File: src/rtl/muldiv_unit.sv
// Iterative multiply/divide unit that owns the architectural HI/LO registers.
// Each multiply or divide retires one bit per clock, then passes through a
// sign-fix state and a commit state before HI/LO are updated.
module muldiv_unit #(
  parameter int WIDTH = 32,
  parameter int CNT_W = $clog2(WIDTH) + 1
) (
  input  logic             clk,
  input  logic             reset_n,
  input  logic             start,
  input  logic [1:0]       op,
  input  logic [WIDTH-1:0] a,
  input  logic [WIDTH-1:0] b,
  input  logic             wr_hi,
  input  logic             wr_lo,
  input  logic [WIDTH-1:0] wr_data,
  output logic             busy,
  output logic             done,
  output logic             div_by_zero,
  output logic [WIDTH-1:0] hi,
  output logic [WIDTH-1:0] lo
);

  typedef enum logic [1:0] {IDLE, RUN, FIX, FIN} state_t;

  state_t             state;
  logic               is_div;
  logic               prod_neg;
  logic               quo_neg;
  logic               rem_neg;
  logic               dz_pend;
  logic [CNT_W-1:0]   count;
  logic [WIDTH-1:0]   opnd_b;
  logic [2*WIDTH-1:0] acc;

  logic               sgn_op;
  logic [WIDTH-1:0]   abs_a;
  logic [WIDTH-1:0]   abs_b;
  logic [WIDTH:0]     mul_sum;
  logic [WIDTH:0]     div_shift;
  logic [WIDTH:0]     div_diff;
  logic [2*WIDTH-1:0] mul_next;
  logic [2*WIDTH-1:0] div_next;

  // Operand magnitudes and the next shift-add / restoring-divide step.
  always_comb begin
    sgn_op    = ~op[0];
    abs_a     = (sgn_op && a[WIDTH-1]) ? -a : a;
    abs_b     = (sgn_op && b[WIDTH-1]) ? -b : b;
    mul_sum   = {1'b0, acc[2*WIDTH-1:WIDTH]} + {1'b0, (acc[0] ? opnd_b : {WIDTH{1'b0}})};
    mul_next  = {mul_sum, acc[WIDTH-1:1]};
    div_shift = acc[2*WIDTH-1:WIDTH-1];
    div_diff  = div_shift - {1'b0, opnd_b};
    if (div_shift >= {1'b0, opnd_b}) begin
      div_next = {div_diff[WIDTH-1:0], acc[WIDTH-2:0], 1'b1};
    end else begin
      div_next = {div_shift[WIDTH-1:0], acc[WIDTH-2:0], 1'b0};
    end
  end

  // Control FSM, datapath registers and the architectural HI/LO registers.
  always_ff @(posedge clk or negedge reset_n) begin
    if (!reset_n) begin
      state       <= IDLE;
      busy        <= 1'b0;
      done        <= 1'b0;
      div_by_zero <= 1'b0;
      hi          <= '0;
      lo          <= '0;
      count       <= '0;
      is_div      <= 1'b0;
      prod_neg    <= 1'b0;
      quo_neg     <= 1'b0;
      rem_neg     <= 1'b0;
      dz_pend     <= 1'b0;
      opnd_b      <= '0;
      acc         <= '0;
    end else begin
      done <= 1'b0;
      case (state)
        IDLE: begin
          if (start) begin
            is_div      <= op[1];
            opnd_b      <= abs_b;
            prod_neg    <= sgn_op & (a[WIDTH-1] ^ b[WIDTH-1]);
            quo_neg     <= sgn_op & (a[WIDTH-1] ^ b[WIDTH-1]);
            rem_neg     <= sgn_op & a[WIDTH-1];
            div_by_zero <= 1'b0;
            busy        <= 1'b1;
            if (op[1] && (b == '0)) begin
              dz_pend <= 1'b1;
              acc     <= {a, {WIDTH{1'b1}}};
              count   <= '0;
              state   <= FIX;
            end else begin
              dz_pend <= 1'b0;
              acc     <= {{WIDTH{1'b0}}, abs_a};
              count   <= CNT_W'(WIDTH);
              state   <= RUN;
            end
          end else begin
            if (wr_hi) hi <= wr_data;
            if (wr_lo) lo <= wr_data;
          end
        end
        RUN: begin
          acc   <= is_div ? div_next : mul_next;
          count <= count - 1'b1;
          if (count == CNT_W'(1)) state <= FIX;
        end
        FIX: begin
          if (dz_pend) begin
            div_by_zero <= 1'b1;
          end else if (!is_div) begin
            if (prod_neg) acc <= -acc;
          end else begin
            if (rem_neg) acc[2*WIDTH-1:WIDTH] <= -acc[2*WIDTH-1:WIDTH];
            if (quo_neg) acc[WIDTH-1:0] <= -acc[WIDTH-1:0];
          end
          state <= FIN;
        end
        FIN: begin
          hi    <= acc[2*WIDTH-1:WIDTH];
          lo    <= acc[WIDTH-1:0];
          done  <= 1'b1;
          busy  <= 1'b0;
          state <= IDLE;
        end
        default: state <= IDLE;
      endcase
    end
  end

endmodule

File: config.mk
export PLATFORM = sky130hd
export DESIGN_NAME = muldiv_unit
export DESIGN_NICKNAME = d
export VERILOG_FILES = /design/src/rtl/muldiv_unit.sv
export SDC_FILE = /design/constraint.sdc
export NUM_CORES = 1
export LEC_CHECK = 0
export ABC_AREA = 1
export CAP_MARGIN = 20
export CORE_MARGIN = 2
export CORE_UTILIZATION = 45
export DETAILED_ROUTE_END_ITERATION = 16
export GPL_TIMING_DRIVEN = 0
export PLACE_DENSITY = 0.65
export SKIP_LAST_GASP = 1
export SLEW_MARGIN = 10
export SYNTH_ARGS = -nofsm -noshare
export SYNTH_HDL_FRONTEND = slang
export SYNTH_SLANG_ARGS = --single-unit
File: constraint.sdc
create_clock -name clk -period 7.4 [get_ports clk]
set_input_delay 2.22 -clock clk [delete_from_list [all_inputs] [get_ports clk]]
set_output_delay 2.22 -clock clk [all_outputs]
set_load 0.05 [all_outputs]
==> results.ini <==
[detailed_routing]
initialDrtViolationCount=3214
route.vias.total=22700
first_pass_iters=7
post-route-drc-count=0
antenna_left=0
finalWirelength_um=92100
via_per_inst=6.02
wl_per_cell_um=24.5

[logic_synthesis]
synthCells=3035
syn_area_um2=18300
synth_seq_area_share=0.240
synth_edf_count=0
syn_nets=3214
netlist-cell-type-count=55
synthArstFlopShare=1.00
synth-main-ff-cell=dfrtp_1
ys_seq_elements=175
syn_avg_cell_area_um2=6.02
yosys_warnings=0

[placed_design]
port-buffer-count=169
detailed_place.area_um2=20700
dp_cells=3730
gp_congestion=1.11
dp_slack_ns=2.46
place_hpwl_um=74300

[clock_network]
hold_buffers=0
postCtsSetupBuffers=0
cts_tree=yes
clkLatencyLatePin_ns=0.48
cts_buffers=17
clockBufferDepth=2
cts_root_buffer=clkbuf_16
ctsResizeCount=0
htree_levels=4
cts.sinks=175
clkTransAtPathRegs_ns=0.07

[final_layout]
drive_gt1_frac=0.0448
final_cells=3763
final_util=0.532
design_area_um2=21200
area_growth_pct=16.1
finish.net_count=3403

[floorplanning]
die_h_um=206
die_x_um=206
ios=170
coreArea_um2=39900
initial_core_util=0.458
rows=73
die_area_um2=42200

[timing]
rsz0062_at_grt=false
setup_viol=0
post-route-min-period_ns=4.51
hold_viol=0
fin_crit_sh=0.610
setup_ws_ns=2.89
slew_headroom=0.263
worst_pin_slew_ns=1.11
fmax_mhz=222
final_max_slew_viol_count=0
clock_skew_ns=0.0215

[global_routing]
grt_max_degree=102
antenna_found_initial=2
grt_use_met2=0.631
grt_busiest_layer=met2
grt.met3_usage=0.144
grt_pass1_vias=20700
grt-ovfl-total=0
grt.total_usage=0.434
grt_pass1_wl_um=133000
grt_util_met1=0.588

[outcome]
outcome=completed

[critical_path]
slowest_stage=nor2_1
path_max_fanout=10
crit_path_max_incr_delay_ns=0.74
cp-end-kind=flip-flop
worstSetupPathType=input port to flip-flop
cpMostUsedCell=nand2_1
required_ns=7.71
cp-start-kind=input port
path_cells=clkdlybuf4s50_1 -> nand2_1 -> nand2_1 -> nor2_1 -> clkbuf_1 -> a31oi_1
arrival_ns=4.82

[flow_run]
maxCapViolCount=0

[min_path]
hold_path.class=flip-flop to flip-flop

[logic make-up (layout without fill, tap and decap cells)]
kind of cell,Yosys count,count (layout),synth area share
and+or+nand+nor,1644,1644,0.385
AOI/OAI and AO/OA,541,541,0.170
buffers and inverters,505,706,0.108
DFF,175,175,0.240
xor gates and xnor gates,94,94,0.0450
adders and majority gates,76,76,0.0528
other,0,2,0
[cell usage after synthesis (3+ instances only)]
cell type  number  area share
nand2_1       859        0.18
inv_1         385       0.079
nor2_1        383       0.079
nand3_1       215       0.059
o21ai_0       182       0.050
dfrtp_1       175        0.24
a21oi_1       174       0.048
a31oi_1        77       0.026
ha_1           74       0.051
xor2_1         73       0.035
clkbuf_1       72       0.015
nand4_1        60       0.021
nor3_1         44       0.012
a21oi_2        31       0.015
nand3b_1       24      0.0099
xnor2_1        21       0.010
o211ai_1       16      0.0066
nand2_2        13      0.0044
o22ai_1        13      0.0044
buf_2          12      0.0033
buf_1          11      0.0023
inv_2          10      0.0021
o21ai_1         9      0.0025
buf_6           8      0.0049
nor2_4          8      0.0049
o21bai_1        8      0.0033
nor2_2          7      0.0024
o311ai_0        7      0.0034
o31ai_1         7      0.0029
clkinv_1        6      0.0012
nor3_2          6      0.0033
nor4_1          5      0.0017
and2_1          4      0.0014
or2_2           4      0.0014
a211oi_1        3      0.0012
a221oi_1        3      0.0014
nand3_2         3      0.0016
o21a_1          3      0.0012
[sequential cells by signal (all words and copies together) (netlist names)]
| name | count |
|---|---|
| quo_neg | 1 |
| div_by_zero | 1 |
| hi | 32 |
| opnd_b | 32 |
| rem_neg | 1 |
| is_div | 1 |
| done | 1 |
| dz_pend | 1 |
| lo | 32 |
| count | 6 |
| state | 2 |
| busy | 1 |
| acc | 64 |
[routing by layer]
metal | wire length, um | part of all wire
met1 | 36700 | 0.40
met2 | 37700 | 0.41
met3 | 13900 | 0.15
met4 | 3750 | 0.041
met5 | 83 | 0.00090
[layout make-up]
type | instances | area, um2
Fill cell | 4146 | 18700
Multi-Input combinational cell | 2355 | 11900
Sequential cell | 175 | 4380
Timing Repair Buffer | 170 | 1720
Inverter | 402 | 1510
Tap cell | 525 | 657
Clock buffer | 22 | 474
Buffer | 103 | 462
Clock inverter | 9 | 82.6
Antenna cell | 2 | 5.00
[layout by cell type, fill, tap and decap left out, types with 24 or more instances in the layout]
| master | instances |
|---|---|
| nand2_1 | 859 |
| inv_1 | 385 |
| nor2_1 | 383 |
| nand3_1 | 215 |
| o21ai_0 | 182 |
| dfrtp_1 | 175 |
| a21oi_1 | 174 |
| clkdlybuf4s50_1 | 168 |
| a31oi_1 | 77 |
| clkbuf_1 | 74 |
| ha_1 | 74 |
| xor2_1 | 73 |
| nand4_1 | 60 |
| nor3_1 | 44 |
| a21oi_2 | 31 |
| nand3b_1 | 24 |
[path summary, 6_finish.rpt]
path | from | endpoint | slack (ns) | cells after the start
max | start | lo[5] | 2.89 | 6
min | dz_pend | dz_pend | 0.51 | 2
max reg2reg | acc[0] | acc[53] | 3.08 | 24
min reg2reg | dz_pend | dz_pend | 0.51 | 2
max in group asynchronous | reset_n | opnd_b[16] | 4.67 | 2
min in group asynchronous | reset_n | lo[12] | 1.73 | 1
[through the flow]
stage / hold WS [ns] / TNS [ns]
5_1_grt: 0.571 / 0
3_3_place_gp: 0.487 / -594.29
4_1_cts: 0.514 / 0
6_report: 0.509 / 0
2_1_floorplan: 0.453 / 0
3_5_place_dp: 0.498 / 0
[critical path: cells and delay by family]
| family | cells | cell delay [ns] |
|---|---|---|
| and+or+nand+nor | 3 | 1.44 |
| buffers and inverters | 2 | 0.96 |
| AOI/OAI and AO/OA | 1 | 0.19 |
Power is left out: the tool's default activity adds up to more than one toggle a clock period on the data nets, which glitch-free logic cannot reach.
